[config.mk]
export PLATFORM = sky130hd
export DESIGN_NAME = ram_line_writer
export DESIGN_NICKNAME = d
export VERILOG_FILES = /design/src/rtl/face_filter_pkg.sv /design/src/rtl/pixel_lane_packer.sv /design/src/rtl/ram_line_writer.sv
export SDC_FILE = /design/constraint.sdc
export NUM_CORES = 1
export LEC_CHECK = 0
export CAP_MARGIN = 10
export CORE_UTILIZATION = 49
export DETAILED_ROUTE_END_ITERATION = 10
export PLACE_DENSITY = 0.83
export SLEW_MARGIN = 15
export SYNTH_ARGS = -nofsm -noshare
export SYNTH_HDL_FRONTEND = slang
export SYNTH_HIERARCHICAL = 1
export SYNTH_SLANG_ARGS = --single-unit
[constraint.sdc]
create_clock -name clk -period 3.7 [get_ports clk]
set_clock_uncertainty 0.1 [all_clocks]
set_input_delay 0.555 -clock clk [delete_from_list [all_inputs] [get_ports clk]]
set_output_delay 0.555 -clock clk [all_outputs]
set_load 0.02 [all_outputs]
[src/rtl/face_filter_pkg.sv]
// -----------------------------------------------------------------------------
// face_filter_pkg
//   Shared definitions for the line-RAM feeder, the line RAM and the reader
//   stage.
//   - wr_state_t : writer FSM state encoding (IDLE / FILL / FULL)
//   - FF_BAND    : RAM word width in bits
//   - FF_DEPTH   : RAM depth in words
//   - FF_PIX_W   : pixel width in bits
// -----------------------------------------------------------------------------
package face_filter_pkg;

    localparam int FF_BAND  = 64;
    localparam int FF_DEPTH = 128;
    localparam int FF_PIX_W = 8;

    typedef enum logic [1:0] {
        IDLE = 2'd0,
        FILL = 2'd1,
        FULL = 2'd2
    } wr_state_t;

    // Pixels per RAM word for a given word/pixel width pair.
    function automatic int pix_per_word(input int band, input int pix_w);
        return band / pix_w;
    endfunction

endpackage

[src/rtl/pixel_lane_packer.sv]
// -----------------------------------------------------------------------------
// pixel_lane_packer
//   Packs PIX_W-bit pixels into a BAND-bit word, lane 0 in the LSBs. Owns the
//   lane counter and the partial-word register.
//
// Ports
//   clk       in   1      clock, posedge
//   rst       in   1      synchronous active-high reset, drops any partial word
//   accept    in   1      pixel is taken into the word this cycle
//   sof       in   1      accepted pixel starts a frame: discard partial word,
//                         pixel lands in lane 0
//   eol       in   1      accepted pixel ends a line: word completes now
//   data      in   PIX_W  pixel value
//   word_done out  1      combinational: this accept completes a word
//   word      out  BAND   combinational: completed word (valid with word_done),
//                         unfilled lanes are zero
// -----------------------------------------------------------------------------
module pixel_lane_packer
    import face_filter_pkg::*;
#(
    parameter int BAND  = FF_BAND,
    parameter int PIX_W = FF_PIX_W
) (
    input  logic             clk,
    input  logic             rst,
    input  logic             accept,
    input  logic             sof,
    input  logic             eol,
    input  logic [PIX_W-1:0] data,
    output logic             word_done,
    output logic [BAND-1:0]  word
);

    localparam int PPW    = pix_per_word(BAND, PIX_W);
    localparam int LANE_W = (PPW > 1) ? $clog2(PPW) : 1;

    logic [LANE_W-1:0] lane_q;
    logic [LANE_W-1:0] lane_eff;
    logic [BAND-1:0]   word_q;
    logic [BAND-1:0]   word_next;

    // A start-of-frame pixel behaves as if the packer were empty, so the
    // partial word simply vanishes without ever reaching the RAM.
    always_comb begin
        lane_eff  = sof ? '0 : lane_q;
        word_next = sof ? '0 : word_q;
        word_next[int'(lane_eff) * PIX_W +: PIX_W] = data;
        word_done = accept && (eol || (lane_eff == LANE_W'(PPW - 1)));
    end

    assign word = word_next;

    always_ff @(posedge clk) begin
        if (rst) begin
            lane_q <= '0;
            word_q <= '0;
        end else if (accept) begin
            if (word_done) begin
                // Clearing here keeps unfilled lanes of the next word at zero.
                lane_q <= '0;
                word_q <= '0;
            end else begin
                lane_q <= lane_eff + 1'b1;
                word_q <= word_next;
            end
        end
    end

endmodule

[src/rtl/ram_line_writer.sv]
// -----------------------------------------------------------------------------
// ram_line_writer
//   Upstream feeder for the line RAM. Accepts a pixel stream, packs pixels into
//   RAM words (pixel_lane_packer) and drives the RAM write port one word per
//   write. Frames start on pix_sof; pix_eol flushes a partial word. Without
//   OVERWRITE_EN the stream stalls once DEPTH words are written, until
//   buf_release. With OVERWRITE_EN defined the address wraps and writing never
//   stops.
//
// Configuration macro: OVERWRITE_EN
//
// Ports
//   clk            in   1         clock, posedge
//   rst            in   1         synchronous active-high reset
//   pix_valid      in   1         pixel present
//   pix_ready      out  1         block accepts pixel
//   pix_data       in   PIX_W     pixel value
//   pix_sof        in   1         first pixel of frame
//   pix_eol        in   1         last pixel of line
//   buf_release    in   1         consumer done with buffer (1-cycle pulse)
//   ram_wr         out  1         RAM write strobe, one cycle per word
//   ram_addr       out  ADDR_W    RAM word address
//   ram_data       out  BAND      packed word (holds last written value)
//   buf_full       out  1         buffer full (stall) / wrap pulse (overwrite)
//   words_written  out  ADDR_W+1  words written this frame
//   state_dbg      out  2         current FSM state (wr_state_t encoding)
//
// Handshake: a pixel transfers on a posedge where pix_valid and pix_ready are
// both high. pix_ready depends only on the FSM state, never on pix_valid;
// upstream keeps pix_valid and its payload stable while pix_ready is low.
// -----------------------------------------------------------------------------
module ram_line_writer
    import face_filter_pkg::*;
#(
    parameter  int BAND   = FF_BAND,
    parameter  int DEPTH  = FF_DEPTH,
    parameter  int PIX_W  = FF_PIX_W,
    localparam int ADDR_W = $clog2(DEPTH)
) (
    input  logic              clk,
    input  logic              rst,
    input  logic              pix_valid,
    output logic              pix_ready,
    input  logic [PIX_W-1:0]  pix_data,
    input  logic              pix_sof,
    input  logic              pix_eol,
    input  logic              buf_release,
    output logic              ram_wr,
    output logic [ADDR_W-1:0] ram_addr,
    output logic [BAND-1:0]   ram_data,
    output logic              buf_full,
    output logic [ADDR_W:0]   words_written,
    output logic [1:0]        state_dbg
);

    localparam logic [ADDR_W-1:0] LAST_ADDR = ADDR_W'(DEPTH - 1);
    localparam logic [ADDR_W:0]   DEPTH_CNT = (ADDR_W + 1)'(DEPTH);

    wr_state_t         state_q;
    wr_state_t         state_d;

    logic              xfer;
    logic              pack_accept;
    logic              sof_acc;
    logic              word_done;
    logic [BAND-1:0]   word;

    logic [ADDR_W-1:0] ptr_q;
    logic [ADDR_W-1:0] addr_eff;
    logic [ADDR_W:0]   ww_q;
    logic [ADDR_W:0]   ww_eff;
    logic              last_word;

`ifdef OVERWRITE_EN
    logic              wrap_q;
`endif

    // ------------------------------------------------------------------
    // Datapath qualifiers
    // ------------------------------------------------------------------
    assign xfer        = pix_valid && pix_ready;
    // In IDLE only a start-of-frame pixel is packed; others are taken and
    // dropped so upstream never blocks between frames.
    assign pack_accept = xfer && ((state_q == FILL) || pix_sof);
    assign sof_acc     = pack_accept && pix_sof;

    // A start-of-frame pixel restarts addressing and counting on the same edge
    // it is written, so sof+eol lands at address 0.
    assign addr_eff  = sof_acc ? '0 : ptr_q;
    assign ww_eff    = sof_acc ? '0 : ww_q;
    assign last_word = word_done && (addr_eff == LAST_ADDR);

    pixel_lane_packer #(
        .BAND  (BAND),
        .PIX_W (PIX_W)
    ) u_packer (
        .clk       (clk),
        .rst       (rst),
        .accept    (pack_accept),
        .sof       (sof_acc),
        .eol       (pix_eol),
        .data      (pix_data),
        .word_done (word_done),
        .word      (word)
    );

    // ------------------------------------------------------------------
    // FSM: state register
    // ------------------------------------------------------------------
    always_ff @(posedge clk) begin
        if (rst) begin
            state_q <= IDLE;
        end else begin
            state_q <= state_d;
        end
    end

    // ------------------------------------------------------------------
    // FSM: next state
    // ------------------------------------------------------------------
    always_comb begin
        state_d = state_q;
        case (state_q)
            IDLE: begin
                if (sof_acc) begin
                    state_d = FILL;
                end
            end
            FILL: begin
                state_d = FILL;
            end
            FULL: begin
`ifndef OVERWRITE_EN
                if (buf_release) begin
                    state_d = IDLE;
                end
`endif
            end
            default: begin
                state_d = IDLE;
            end
        endcase
`ifndef OVERWRITE_EN
        // Going FULL on the completing edge drops pix_ready in the same cycle
        // the last word is on the RAM port, so no pixel slips past the stall.
        if (last_word) begin
            state_d = FULL;
        end
`endif
    end

    // ------------------------------------------------------------------
    // FSM: outputs
    // ------------------------------------------------------------------
    always_comb begin
`ifdef OVERWRITE_EN
        pix_ready = 1'b1;
        buf_full  = wrap_q;
`else
        pix_ready = (state_q != FULL);
        buf_full  = (state_q == FULL);
`endif
    end

    assign state_dbg = state_q;

    // ------------------------------------------------------------------
    // Pointer, word count and registered RAM write port
    // ------------------------------------------------------------------
    always_ff @(posedge clk) begin
        if (rst) begin
            ptr_q    <= '0;
            ww_q     <= '0;
            ram_wr   <= 1'b0;
            ram_addr <= '0;
            ram_data <= '0;
        end else begin
            ram_wr <= word_done;
            if (word_done) begin
                ram_addr <= addr_eff;
                ram_data <= word;
                ptr_q    <= last_word ? '0 : addr_eff + 1'b1;
`ifdef OVERWRITE_EN
                ww_q     <= (ww_eff == DEPTH_CNT) ? ww_eff : ww_eff + 1'b1;
`else
                ww_q     <= ww_eff + 1'b1;
`endif
            end else if (sof_acc) begin
                ptr_q <= '0;
                ww_q  <= '0;
            end
`ifndef OVERWRITE_EN
            else if ((state_q == FULL) && buf_release) begin
                ptr_q <= '0;
                ww_q  <= '0;
            end
`endif
        end
    end

`ifdef OVERWRITE_EN
    // One-cycle flag aligned with the write that wraps the address.
    always_ff @(posedge clk) begin
        if (rst) begin
            wrap_q <= 1'b0;
        end else begin
            wrap_q <= last_word;
        end
    end
`endif

    assign words_written = ww_q;

endmodule
==> results_dict.tcl, run 1 <==
set metrics [dict create \
    grt_max_degree 57 \
    drc 0 \
    coreArea_sq_mm 0.01345 \
    firstDrtPassIters 5 \
    syn_area_per_cell_sq_um 9.571 \
    synth_area_sq_mm 0.006882 \
    ir_drop_uv 314.6 \
    setup_viol 0 \
    hold_buffers 0 \
    crit_path_end_kind "register" \
    diodes 0 \
    cts_setup_buffers 0 \
    drtIter0Drc 424 \
    maxCapViolCount 0 \
    routed_wl_um 17350 \
    cts_tree "yes" \
    rsz0062_at_grt "no" \
    hp-start "ram_addr[4]" \
    crit_type "in2reg" \
    instances_no_fill 979 \
    relSlewSlack 0.3792 \
    finalHoldWorstSlack_ps 365.6 \
    finalPower_mw 3.821 \
    wl_per_cell_um 17.72 \
    avgViaCountPerCell 5.894 \
    first_global_vias 5661 \
    cp-start-kind "input pin" \
    syn_inst 719 \
    path_clk_slew_ps 60 \
    nNetsFinal 814 \
    grt_pass1_wl_um 28460 \
    synth-seq-cells 156 \
    syn_nets 743 \
    reg2reg_from "state_dbg[1]" \
    chipHeight_um 120.5 \
    cp_max_fo 30 \
    gp_congestion 0.8999 \
    die_area_sq_mm 0.01452 \
    fillers 1097 \
    antenna_found_initial 0 \
    drive_gt1_frac 0.08593 \
    ctsResizeCount 0 \
    clkSinkCount 156 \
    setup.worst_path.start "pix_sof" \
    cts_root_buf "clkbuf_16" \
    required_ps 3910 \
    final_util 0.6374 \
    htree_levels 4 \
    place_ws_ps 8.079 \
    slew_viol_final 0 \
    crit_chain "clkdlybuf4s50_1, nand3_4, inv_2, buf_4, nand2b_1, ha_1, or4b_1, a21o_1, a32o_1" \
    worst_slack_ps 399.8 \
    min_period_over_period 0.8919 \
    holdPathEnd "ram_addr[4]" \
    hold_depth 2 \
    syn2layout_area_growth_pct 24.60 \
    max_freq_ghz 0.3030 \
    worstMarginPinSlew_ps 931.3 \
    synthDistinctLibCells 55 \
    crit_buf_inv 3 \
    grt-ovfl-total 0 \
    crit_slowest_cell "or4b_1" \
    r2r_cells 10 \
    reg2reg_slack_ps 500 \
    leakagePower_nw 3.063 \
    yosys_warnings 6 \
    rows 42 \
    dp_cells 947 \
    ys_seq_area_frac 0.4538 \
    place_area_sq_mm 0.007931 \
    die_x_um 120.5 \
    status "finished clean" \
    clk_path_buf_depth 2 \
    drtAntennaViolNets 0 \
    insertion_delay_ps 430 \
    r2r-end "u_packer/word_q[62]" \
    pwr_density_cell_mw_per_mm2 445.7 \
    initial_core_util 0.5115 \
    critPathArrivalTime_ps 3510 \
    crit_family "simple AND/OR/NAND/NOR gates" \
    via_count 5770 \
    cts_buffers 17 \
    synth_flop_cell "dfxtp_1" \
    fin_crit_ps 3300 \
    tns_ps 0 \
    fin_area_sq_mm 0.008574 \
    crit_path_max_incr_delay_ps 820 \
    io_buffers 97 \
    dp_hpwl_um 11770 \
    grt_use_total 0.2483 \
    hold_class "reg2reg" \
    postSynth.asyncResetShare 0 \
    synth_edf_count 0 \
    hold_violations 0 \
    ios 98 \
]
-- worst max path at each step --
stage	end	slack, ps	cells after the start
final	u_packer/word_q[62]	400	9
after global routing	ram_data[60]	240	11
after CTS	u_packer/word_q[61]	450	9
after detailed placement	u_packer/word_q[61]	8	9
after global placement	u_packer/word_q[58]	140	9
after floorplan	ram_data[61]	6	19
-- synthesized netlist by cell type, types with 9 or more instances --
cell       instances  area (sq um)
a21oi_1           10         50.05
a22o_1            58         508.0
a31oi_1            9         56.30
a32o_1             9         90.09
and2_1            10         62.56
buf_2             23         115.1
clkbuf_1          29         108.9
dfxtp_1          156          3123
ha_1              10         125.1
mux2i_1           66         660.6
nand2_1           37         138.9
nand2b_1          22         137.6
nand3_1           14         70.07
nand3b_1          33         247.7
nor2_1            85         319.1
o21ai_0           47         235.2
o2bb2ai_1         24         210.2
-- layout by cell type, fill, tap and decap left out, types with 9 or more instances in the layout --
cell	instances
and2_1	10
o2bb2ai_1	24
a32o_1	9
a22o_1	58
o21ai_0	47
nand3_1	14
dfxtp_1	154
a21oi_1	10
nand3b_1	33
ha_1	10
a31oi_1	9
nor2_1	85
nand2b_1	22
buf_4	11
clkdlybuf4s50_1	96
mux2i_1	66
nand2_1	37
clkbuf_16	17
-- layout make-up --
class | count | area [sq um] | share of cell area
clock buffer | 19 | 452.9 | 0.05282
sequential | 156 | 3126 | 0.3645
timing repair buffer | 109 | 1069 | 0.1246
inverter | 6 | 25.02 | 0.002918
clock inverter | 13 | 190.2 | 0.02218
multi-input combinational | 500 | 3492 | 0.4073
tap | 176 | 220.2 | 0.02568
-- worst register-to-register path, cell delays in order, from the launching register on --
cell      delay (ps)
dfxtp_2          360
nor2b_4          190
inv_4             60
nand3_4           90
inv_2             50
nand2b_1         210
ha_1             260
ha_1             330
or4b_1           820
a21o_1           370
a32o_1           240
-- cell families after synthesis --
| family | after synthesis | share of synthesized area |
|---|---|---|
| mux | 67 | 0.09764 |
| buf+inv | 63 | 0.03982 |
| flops | 156 | 0.4538 |
| simple gates | 245 | 0.1995 |
| compound gates | 175 | 0.1873 |
| fa+ha+maj | 10 | 0.01818 |
| xor+xnor | 3 | 0.003819 |
-- flip-flops by register name, summed over array words and instances, names as in the netlist --
signal and flops:
words_written 8, u_packer/word_q 64, ptr_q 7, ram_addr 7, state_dbg 2, ram_data 64, u_packer/lane_q 3, ram_wr 1
-- power by group --
group          switching (mW)  internal, mW  leakage (nW)
Combinational           0.164        0.0948          1.50
Sequential            0.00891          1.69          1.26
Clock                   0.696          1.17         0.302
-- per-layer routing --
metal,track usage,share of wire,up-vias
met5,0,0,-
met4,0.1127,0.024,0
met3,0.05849,0.064,38
met2,0.4170,0.49,241
met1,0.3010,0.42,2748
li1,-,-,2743
Note: power is estimated with default switching activity, not from simulation.
==> run 2, diff against run 1 <==
SKIP_CTS_REPAIR_TIMING = 1   (was not set)
SKIP_LAST_GASP = 1   (was not set)
==> results of run 2 <==
Final layout, timing and power as in run 1 (identical DEF).
==> run 3, diff against run 2 <==
SLEW_MARGIN = 30   (was 15)
==> results of run 3 <==
Final layout, timing and power as in run 1 (identical DEF).
